==> src/rtl/conv2d_stream_pkg.sv <==
// Shared helpers for the streaming KxK convolution engine: width math,
// default coefficient table and the per-stage pipeline control record.
package conv2d_stream_pkg;

    // Valid/last tag carried alongside each pipeline stage.
    typedef struct packed {
        logic valid;
        logic last;
    } stage_ctl_t;

    // Ceiling log2, never smaller than 1 so it can size any index port.
    function automatic int clog2(input int value);
        int result;
        int span;
        result = 0;
        span   = 1;
        while (span < value) begin
            span   = span * 2;
            result = result + 1;
        end
        if (result == 0) begin
            result = 1;
        end
        return result;
    endfunction

    // Narrowest accumulator that can hold K*K full-scale products.
    function automatic int min_acc_w(input int data_w, input int coef_w, input int k);
        return data_w + coef_w + clog2(k * k);
    endfunction

    // Reset coefficient: 2,1,2 / 1,2,1 / 2,1,2 for K=3, otherwise a unit centre tap.
    function automatic logic [31:0] default_coef(input int k, input int idx);
        logic [31:0] value;
        if (k == 3) begin
            value = ((idx % 2) == 0) ? 32'd2 : 32'd1;
        end else if (idx == ((k / 2) * k + (k / 2))) begin
            value = 32'd1;
        end else begin
            value = 32'd0;
        end
        return value;
    endfunction

endpackage

==> src/rtl/conv2d_stream_line_buffer.sv <==
// One-line pixel delay: a circular RAM of IMG_W entries with a single
// read/write pointer. The output is the pixel written IMG_W accepts earlier.
// Contents are never cleared; callers mask stale data with their counters.
module conv2d_stream_line_buffer
    import conv2d_stream_pkg::*;
#(
    parameter int DATA_W = 8,
    parameter int IMG_W  = 8
) (
    input  logic              clk,
    input  logic              rst,
    input  logic              en,
    input  logic [DATA_W-1:0] din,
    output logic [DATA_W-1:0] dout
);

    localparam int PTR_W = clog2(IMG_W);

    logic [DATA_W-1:0] mem_r [IMG_W];
    logic [PTR_W-1:0]  ptr_r;

    // Old entry is read out at the slot that is about to be overwritten.
    assign dout = mem_r[ptr_r];

    // Storage write: replace the oldest pixel with the incoming one.
    always_ff @(posedge clk) begin
        if (en) begin
            mem_r[ptr_r] <= din;
        end
    end

    // Circular pointer, wraps after the last pixel of a line.
    always_ff @(posedge clk or posedge rst) begin
        if (rst) begin
            ptr_r <= '0;
        end else if (en) begin
            if (ptr_r == PTR_W'(IMG_W - 1)) begin
                ptr_r <= '0;
            end else begin
                ptr_r <= ptr_r + PTR_W'(1);
            end
        end
    end

endmodule

==> src/rtl/conv2d_stream.sv <==
// Streaming KxK 2-D convolution over raster-scan pixels with programmable
// coefficients. Three stages: window update, registered products, adder tree.
// A full output register back-pressures the whole pipeline and the source.
module conv2d_stream
    import conv2d_stream_pkg::*;
#(
    parameter int DATA_W = 8,
    parameter int COEF_W = 8,
    parameter int K      = 3,
    parameter int IMG_W  = 8,
    parameter int IMG_H  = 8,
    parameter int ACC_W  = 32
) (
    input  logic                    clk,
    input  logic                    rst,
    input  logic                    coef_we,
    input  logic [clog2(K*K)-1:0]   coef_addr,
    input  logic [COEF_W-1:0]       coef_data,
    input  logic                    pix_valid,
    output logic                    pix_ready,
    input  logic                    pix_sof,
    input  logic [DATA_W-1:0]       pix_data,
    output logic                    out_valid,
    input  logic                    out_ready,
    output logic [ACC_W-1:0]        out_data,
    output logic                    out_last
);

    localparam int NTAP   = K * K;
    localparam int ROW_W  = clog2(IMG_H);
    localparam int COL_W  = clog2(IMG_W);
    localparam int PROD_W = DATA_W + COEF_W;

    if (ACC_W < min_acc_w(DATA_W, COEF_W, K)) begin : g_acc_w_check
        $error("conv2d_stream: ACC_W too narrow for K*K products");
    end
    if ((K < 2) || (K > 7) || (IMG_W < K) || (IMG_H < K)) begin : g_geom_check
        $error("conv2d_stream: unsupported kernel or image geometry");
    end

    logic              stall_s;
    logic              accept_s;
    logic [ROW_W-1:0]  row_r, eff_row_s, next_row_s;
    logic [COL_W-1:0]  col_r, eff_col_s, next_col_s;
    logic              win_valid_s;
    logic              win_last_s;
    logic [DATA_W-1:0] lb_out_s  [K-1];
    logic [DATA_W-1:0] col_in_s  [K];
    logic [DATA_W-1:0] win_r     [K][K];
    logic [COEF_W-1:0] coef_r    [NTAP];
    logic [PROD_W-1:0] prod_r    [NTAP];
    logic [ACC_W-1:0]  sum_s;
    stage_ctl_t        s1_r;
    stage_ctl_t        s2_r;
    logic              out_valid_r;
    logic              out_last_r;
    logic [ACC_W-1:0]  out_data_r;

    // Only a full, unaccepted output holds the pipe.
    assign stall_s   = out_valid_r && !out_ready;
    assign pix_ready = !stall_s;
    assign accept_s  = pix_valid && !stall_s;
    assign out_valid = out_valid_r;
    assign out_data  = out_data_r;
    assign out_last  = out_last_r;

    // K-1 chained one-line delays supply the pixels directly above.
    for (genvar i = 0; i < K - 1; i++) begin : g_lb
        logic [DATA_W-1:0] din_s;
        if (i == 0) begin : g_first
            assign din_s = pix_data;
        end else begin : g_chain
            assign din_s = lb_out_s[i-1];
        end
        conv2d_stream_line_buffer #(
            .DATA_W (DATA_W),
            .IMG_W  (IMG_W)
        ) u_lb (
            .clk  (clk),
            .rst  (rst),
            .en   (accept_s),
            .din  (din_s),
            .dout (lb_out_s[i])
        );
    end

    // Newest column of the window: bottom row is the live pixel, upper rows from line buffers.
    always_comb begin
        col_in_s[K-1] = pix_data;
        for (int i = 0; i < K - 1; i++) begin
            col_in_s[K-2-i] = lb_out_s[i];
        end
    end

    // Position of the incoming pixel, window qualification and next raster position.
    always_comb begin
        if (pix_sof) begin
            eff_row_s = '0;
            eff_col_s = '0;
        end else begin
            eff_row_s = row_r;
            eff_col_s = col_r;
        end
        win_valid_s = (eff_row_s >= ROW_W'(K - 1)) && (eff_col_s >= COL_W'(K - 1));
        win_last_s  = (eff_row_s == ROW_W'(IMG_H - 1)) && (eff_col_s == COL_W'(IMG_W - 1));
        if (eff_col_s == COL_W'(IMG_W - 1)) begin
            next_col_s = '0;
            if (eff_row_s == ROW_W'(IMG_H - 1)) begin
                next_row_s = '0;
            end else begin
                next_row_s = eff_row_s + ROW_W'(1);
            end
        end else begin
            next_col_s = eff_col_s + COL_W'(1);
            next_row_s = eff_row_s;
        end
    end

    // Raster counters advance on every accepted pixel.
    always_ff @(posedge clk or posedge rst) begin
        if (rst) begin
            row_r <= '0;
            col_r <= '0;
        end else if (accept_s) begin
            row_r <= next_row_s;
            col_r <= next_col_s;
        end
    end

    // Coefficient bank: defaults on reset, writes accepted even while stalled.
    always_ff @(posedge clk or posedge rst) begin
        if (rst) begin
            for (int i = 0; i < NTAP; i++) begin
                coef_r[i] <= COEF_W'(default_coef(K, i));
            end
        end else if (coef_we && (int'(coef_addr) < NTAP)) begin
            coef_r[coef_addr] <= coef_data;
        end
    end

    // S1: shift the window left and load the new column on each accepted pixel.
    always_ff @(posedge clk or posedge rst) begin
        if (rst) begin
            for (int r = 0; r < K; r++) begin
                for (int c = 0; c < K; c++) begin
                    win_r[r][c] <= '0;
                end
            end
            s1_r <= '0;
        end else if (!stall_s) begin
            if (accept_s) begin
                for (int r = 0; r < K; r++) begin
                    for (int c = 0; c < K - 1; c++) begin
                        win_r[r][c] <= win_r[r][c+1];
                    end
                    win_r[r][K-1] <= col_in_s[r];
                end
            end
            s1_r.valid <= accept_s && win_valid_s;
            s1_r.last  <= accept_s && win_last_s;
        end
    end

    // S2: one registered product per tap using the current coefficients.
    always_ff @(posedge clk or posedge rst) begin
        if (rst) begin
            for (int i = 0; i < NTAP; i++) begin
                prod_r[i] <= '0;
            end
            s2_r <= '0;
        end else if (!stall_s) begin
            for (int r = 0; r < K; r++) begin
                for (int c = 0; c < K; c++) begin
                    prod_r[r*K+c] <= PROD_W'(win_r[r][c]) * PROD_W'(coef_r[r*K+c]);
                end
            end
            s2_r <= s1_r;
        end
    end

    // Adder tree over all products, zero-extended to the output width.
    always_comb begin
        sum_s = '0;
        for (int i = 0; i < NTAP; i++) begin
            sum_s = sum_s + ACC_W'(prod_r[i]);
        end
    end

    // S3: output register; result and last flag only change when a new result lands.
    always_ff @(posedge clk or posedge rst) begin
        if (rst) begin
            out_valid_r <= 1'b0;
            out_data_r  <= '0;
            out_last_r  <= 1'b0;
        end else if (!stall_s) begin
            out_valid_r <= s2_r.valid;
            if (s2_r.valid) begin
                out_data_r <= sum_s;
                out_last_r <= s2_r.last;
            end
        end
    end

endmodule

==> config.mk <==
export PLATFORM = sky130hd
export DESIGN_NAME = conv2d_stream
export DESIGN_NICKNAME = d
export VERILOG_FILES = /design/src/rtl/conv2d_stream_pkg.sv /design/src/rtl/conv2d_stream_line_buffer.sv /design/src/rtl/conv2d_stream.sv
export SDC_FILE = /design/constraint.sdc
export NUM_CORES = 2
export LEC_CHECK = 0
export ABC_AREA = 1
export CORE_ASPECT_RATIO = 1.4
export CORE_MARGIN = 1
export CORE_UTILIZATION = 55
export CTS_BUF_LIST = sky130_fd_sc_hd__clkbuf_8
export DETAILED_ROUTE_END_ITERATION = 7
export PLACE_DENSITY = 0.74
export SLEW_MARGIN = 10
export SYNTH_ARGS = -nofsm -noshare
export SYNTH_HDL_FRONTEND = slang
export SYNTH_HIERARCHICAL = 1
export SYNTH_SLANG_ARGS = --single-unit
==> constraint.sdc <==
create_clock -name clk -period 12 [get_ports clk]
set_clock_uncertainty 0.15 [all_clocks]
set_input_delay 2.4 -clock clk [delete_from_list [all_inputs] [get_ports clk]]
set_output_delay 2.4 -clock clk [all_outputs]
set_load 0.005 [all_outputs]
Word level (Yosys, flattened, before mapping)
Memories as Yosys holds them, arrays and structs flattened. A register that Yosys moved wholly into a read port is not among the register bits.
Cells that the tools add are included.
- memory bits (writable): 128
- memories: 2
- output and inout bits: 35
- word-level logic and storage cells: 95
- register bits after elaboration: 330
- equal/unequal tests: 4
- add/sub/neg operators: 12
- muxes and demuxes: 12
- multipliers: 9
- reduce and logical (&&, ||, !) cells: 12
- $lt $le $gt $ge: 5
- bitwise gates (word level): 2
- memories (memory ; depth ; bits a word ; read ports ; clocked after memory_dff ; wr ports ; RTL line ; RTL):
    g_lb[0].u_lb.mem_r ; 8 ; 8 ; 1 ; 0 ; 1 ; conv2d_stream_line_buffer.sv:19 ; logic [DATA_W-1:0] mem_r [IMG_W];
    g_lb[1].u_lb.mem_r ; 8 ; 8 ; 1 ; 1 ; 1 ; conv2d_stream_line_buffer.sv:19 ;
- operators by type and width (cell ; count):
    $mul 8x8->16 ; 9
    $bwmux 72 ; 1
    $demux 8 s4 ; 1
    $add 23x16->24 ; 1
    $add 22x16->23 ; 1
    $add 21x16->22 ; 1
    $add 20x16->21 ; 1
    $mux 3 ; 7
    $add 19x16->20 ; 1
    $add 18x16->19 ; 1
    $add 17x16->18 ; 1
    $add 16x16->17 ; 1
    $add 3x1->3 const B ; 4
    $eq 3x3->1 const B ; 4
    $logic_and 1x1->1 ; 8
    $mux 8 ; 1
    $ge 3x2->1 const B ; 2
    $ge 5x5->1 const B ; 1
    $lt 5x1->1 const B ; 1
    $not 4->5 ; 1
    $lt 4x4->1 const B ; 1
    $reduce_and 2->1 ; 2
    $logic_not 1->1 ; 2
    $mux 1 ; 2
    $not 1->1 ; 1

Depth between registers and ports, before layout
- depth after elaboration: 8
- mapped depth: 21
- mapped depth without buffers: 20

By module
The synthesis kept the hierarchy.
- by module, submodules not included (module ; instances ; cells an instance ; area an instance (um2)):
    conv2d_stream ; 1 ; 5012 ; 37093.1
    conv2d_stream_line_buffer at g_lb[1].u_lb ; 1 ; 286 ; 2922.8
    conv2d_stream_line_buffer at g_lb[0].u_lb ; 1 ; 286 ; 2886.5

Worst setup path before layout
Ideal clock, no wire load.
- path type: input -> output
- from: input port out_ready
- to: output port pix_ready
- cell stages on the path: 4
- path buffers: 2
- path slack: 6.525 ns
- data arrival time: 2.925 ns
- cell sequence: nor2_2 inv_2 buf_2 buf_2
- longest elaborated chain between the ends: 3
- RTL lines (element ; RTL line ; RTL):
    start: declaration ; conv2d_stream.sv:24 ; input logic out_ready,
    $logic_not 1->1 ; conv2d_stream.sv:60 ; assign stall_s = out_valid_r && !out_ready;
    $logic_and 1x1->1 ; conv2d_stream.sv:60 ;
    $logic_not 1->1 ; - ;
    end: declaration ; conv2d_stream.sv:20 ; output logic pix_ready,
No other way between the ends.

Worst setup path in the final report
Same ends and word-level chain as after synthesis.

==> results.py <==
metrics = {
    "route": {
        "first_iter_violations": 1999,
        "remaining_drc_errors": 0,
        "via_per_inst": 5.02,
        "drt_wl_total_um": 104000,
        "first_pass_iters": 6,
        "vias": 33145,
        "routedWlPerCell_um": 15.8,
        "drtAntennaViolNets": 0,
    },
    "clock_network": {
        "postCtsSetupRepairBufs": 0,
        "clock_tree.htree_level_count": 3,
        "number_of_gates_resized_after_cts": 0,
        "insertion_delay_ns": 0.70,
        "cts_hold_buf": 0,
        "ctsRootBufferMaster": "sky130_fd_sc_hd__clkbuf_8",
        "clock-sinks": 454,
        "clock_path_buffers": 3,
        "tritoncts_clock_tree": "built",
        "cts_buffers": 78,
        "clk_transition_reported_paths_ns": 0.06,
    },
    "min_path": {
        "min-delay-start": "out_data[3]",
        "hold_end": "out_data[3]",
        "min_delay_path_depth": 2,
        "min_path_type": "register to register",
    },
    "worst_setup_path": {
        "worstPathMaxFanout": 36,
        "crit_path_start_kind": "primary input",
        "crit_type": "primary input to output port",
        "crit-reg2reg-capture": "prod_r[119]",
        "r2r.worst_path.cells": 13,
        "r2r_slack_ns": 7.46,
        "worst-endpoint-arrival_ns": 4.24,
        "required_ns": 9.45,
        "worst_setup_path_end_kind": "output port",
        "rr_startpoint": "win_r[59]",
    },
    "floorplan": {
        "core_area_sq_um": 76900,
        "placement_rows": 120,
        "die_width_um": 238,
        "fp.dieH_um": 332,
        "initial_utilization": 0.558,
        "pin_count": 61,
        "dieArea_sq_um": 79100,
    },
    "synth": {
        "flip_flop_and_latch_count_after_synthesis": 454,
        "synth-edff-count": 128,
        "yosysSeqAreaShare": 0.280,
        "post-synth-top-area-fraction": 0.203,
        "ys_types": 47,
        "number_of_standard_cells_after_synthesis": 5584,
        "yosys_warnings": 6,
        "synth.area.top_cells": "sky130_fd_sc_hd__fa_1 (20%), sky130_fd_sc_hd__dfrtp_1 (18%), sky130_fd_sc_hd__nand2_1 (16%), sky130_fd_sc_hd__inv_1 (13%), sky130_fd_sc_hd__ha_1 (10%)",
        "synth_largest_area_cell": "sky130_fd_sc_hd__fa_1",
        "netlist_area_before_placement_sq_um": 42900,
        "postSynth.topFlopCell": "sky130_fd_sc_hd__dfrtp_1",
        "synthesis.area_per_instance_sq_um": 7.68,
        "async_flop_share": 0.718,
    },
    "global_routing": {
        "grt_use_total": 0.275,
        "grt_first_pass_wirelength_um": 171000,
        "grt_remaining_overflow": 0,
        "grt_start_max_net_pins": 122,
        "grt_antenna_before_repair": 2,
        "first_global_vias": 33696,
    },
    "placement": {
        "gp_congestion": 0.935,
        "placement.io_buffers": 48,
        "hpwlAfterDp_um": 81500,
    },
    "sta": {
        "slew_viol_final": 0,
        "finalSetupViolations": 0,
        "report.final.hold_viol_count": 0,
        "worst-slew-pin-transition_ns": 1.14,
        "max_slew_margin": 0.239,
        "finalSetupTns_ns": 0,
        "finalCriticalPeriod_ns": 6.79,
        "unrepaired_setup_endpoints_after_global_routing": "no",
        "layout_worst_path_cycle_share": 0.565,
        "max_freq_mhz": 147,
    },
    "finish": {
        "layout_common_cells": "sky130_fd_sc_hd__nand2_1 (1810), sky130_fd_sc_hd__inv_1 (1449), sky130_fd_sc_hd__fa_1 (434)",
        "drive_above_1_share": 0.0338,
        "layout_commonest_cell": "sky130_fd_sc_hd__nand2_1",
        "final_nets": 6314,
        "count_of_filler_cells_inserted_in_the_layout": 7060,
        "multi_input_area_sq_um": 24400,
        "areaGrowthSynthToFinish_pct": 5.69,
        "seqCellArea_sq_um": 12000,
    },
    "run": {
        "cap_viol_max_count": 0,
    },
    "outcome": {
        "outcome": "complete, no violations",
    },
}
worst max path at each step:
stage	from	to
after floorplan	rst	coef_r[0]
after global placement	out_ready	pix_ready
after detailed placement	out_ready	pix_ready
after CTS	out_ready	pix_ready
after global routing	out_ready	pix_ready
final	out_ready	pix_ready
logic make-up after synthesis:
logic type / share of synthesized area
fa+ha+maj: 0.306
xor+xnor: 0.00755
flops: 0.280
other cells: 0.0000874
compound gates: 0.0366
simple gates: 0.217
buf+inv: 0.153
synth_stat cells (6+ instances only):
master,instances
sky130_fd_sc_hd__nand2_1,1810
sky130_fd_sc_hd__inv_1,1431
sky130_fd_sc_hd__fa_1,434
sky130_fd_sc_hd__ha_1,355
sky130_fd_sc_hd__dfrtp_1,317
sky130_fd_sc_hd__nand3_1,229
sky130_fd_sc_hd__nor2_1,188
sky130_fd_sc_hd__clkbuf_1,158
sky130_fd_sc_hd__o21ai_0,154
sky130_fd_sc_hd__edfxtp_1,128
sky130_fd_sc_hd__a21oi_1,89
sky130_fd_sc_hd__nand4_1,43
sky130_fd_sc_hd__buf_2,30
sky130_fd_sc_hd__o21ai_1,28
sky130_fd_sc_hd__xnor2_1,28
sky130_fd_sc_hd__buf_4,27
sky130_fd_sc_hd__or2_2,16
sky130_fd_sc_hd__inv_2,11
sky130_fd_sc_hd__nor3_1,10
sky130_fd_sc_hd__buf_6,9
sky130_fd_sc_hd__dfstp_2,9
sky130_fd_sc_hd__o21bai_1,9
sky130_fd_sc_hd__o22ai_1,9
sky130_fd_sc_hd__xor2_1,9
sky130_fd_sc_hd__buf_1,6
sky130_fd_sc_hd__nor2_4,6
state kept, by name, summed over array words and instances (netlist names):
register / flops
g_lb.u_lb/mem_r: 128
win_r: 72
s2_r: 2
coef_r: 72
prod_r: 144
row_r: 3
s1_r: 2
out_last: 1
out_data: 20
col_r: 3
g_lb.u_lb/ptr_r: 6
out_valid: 1
worst max-delay path: stages:
cell	delay [ns]
sky130_fd_sc_hd__clkdlybuf4s50_1	0.44
sky130_fd_sc_hd__nor2_4	0.73
sky130_fd_sc_hd__inv_4	0.16
sky130_fd_sc_hd__clkdlybuf4s50_1	0.50
layout make-up:
| class | count | share of cell area |
|---|---|---|
| repair buffers | 58 | 0.0123 |
| inverters | 1446 | 0.120 |
| clock buffers | 86 | 0.0261 |
| well taps | 1037 | 0.0286 |
| flip-flops and latches | 454 | 0.265 |
| multi-input cells | 3461 | 0.538 |
| clock inverters | 56 | 0.0103 |
| diodes | 3 | 0.000166 |
metrics by stage:
stage                     area, sq um  utilization  hold WS, ns  worst slack, ns  cells
after floorplan                 42900            -        0.299            0.609   5595
after global placement          43700        0.568        0.310             5.21   6456
after detailed placement        43700        0.568        0.312             5.20   6456
after CTS                       45300        0.590        0.327             5.19   6598
after global routing            45300        0.590        0.356             5.13   6599
final                           45300        0.590        0.318             5.21   6601
per-layer routing:
metal  vias to the layer above  GRT usage  part of all wire
met5                         -          0                 0
met4                         0      0.133             0.052
li1                      16184          -                 -
met1                     15733      0.340              0.40
met3                       258     0.0355             0.057
met2                       970      0.474              0.49
Power is left out: the tool's default activity adds up to more than one toggle a clock period on the data nets, which glitch-free logic cannot reach.
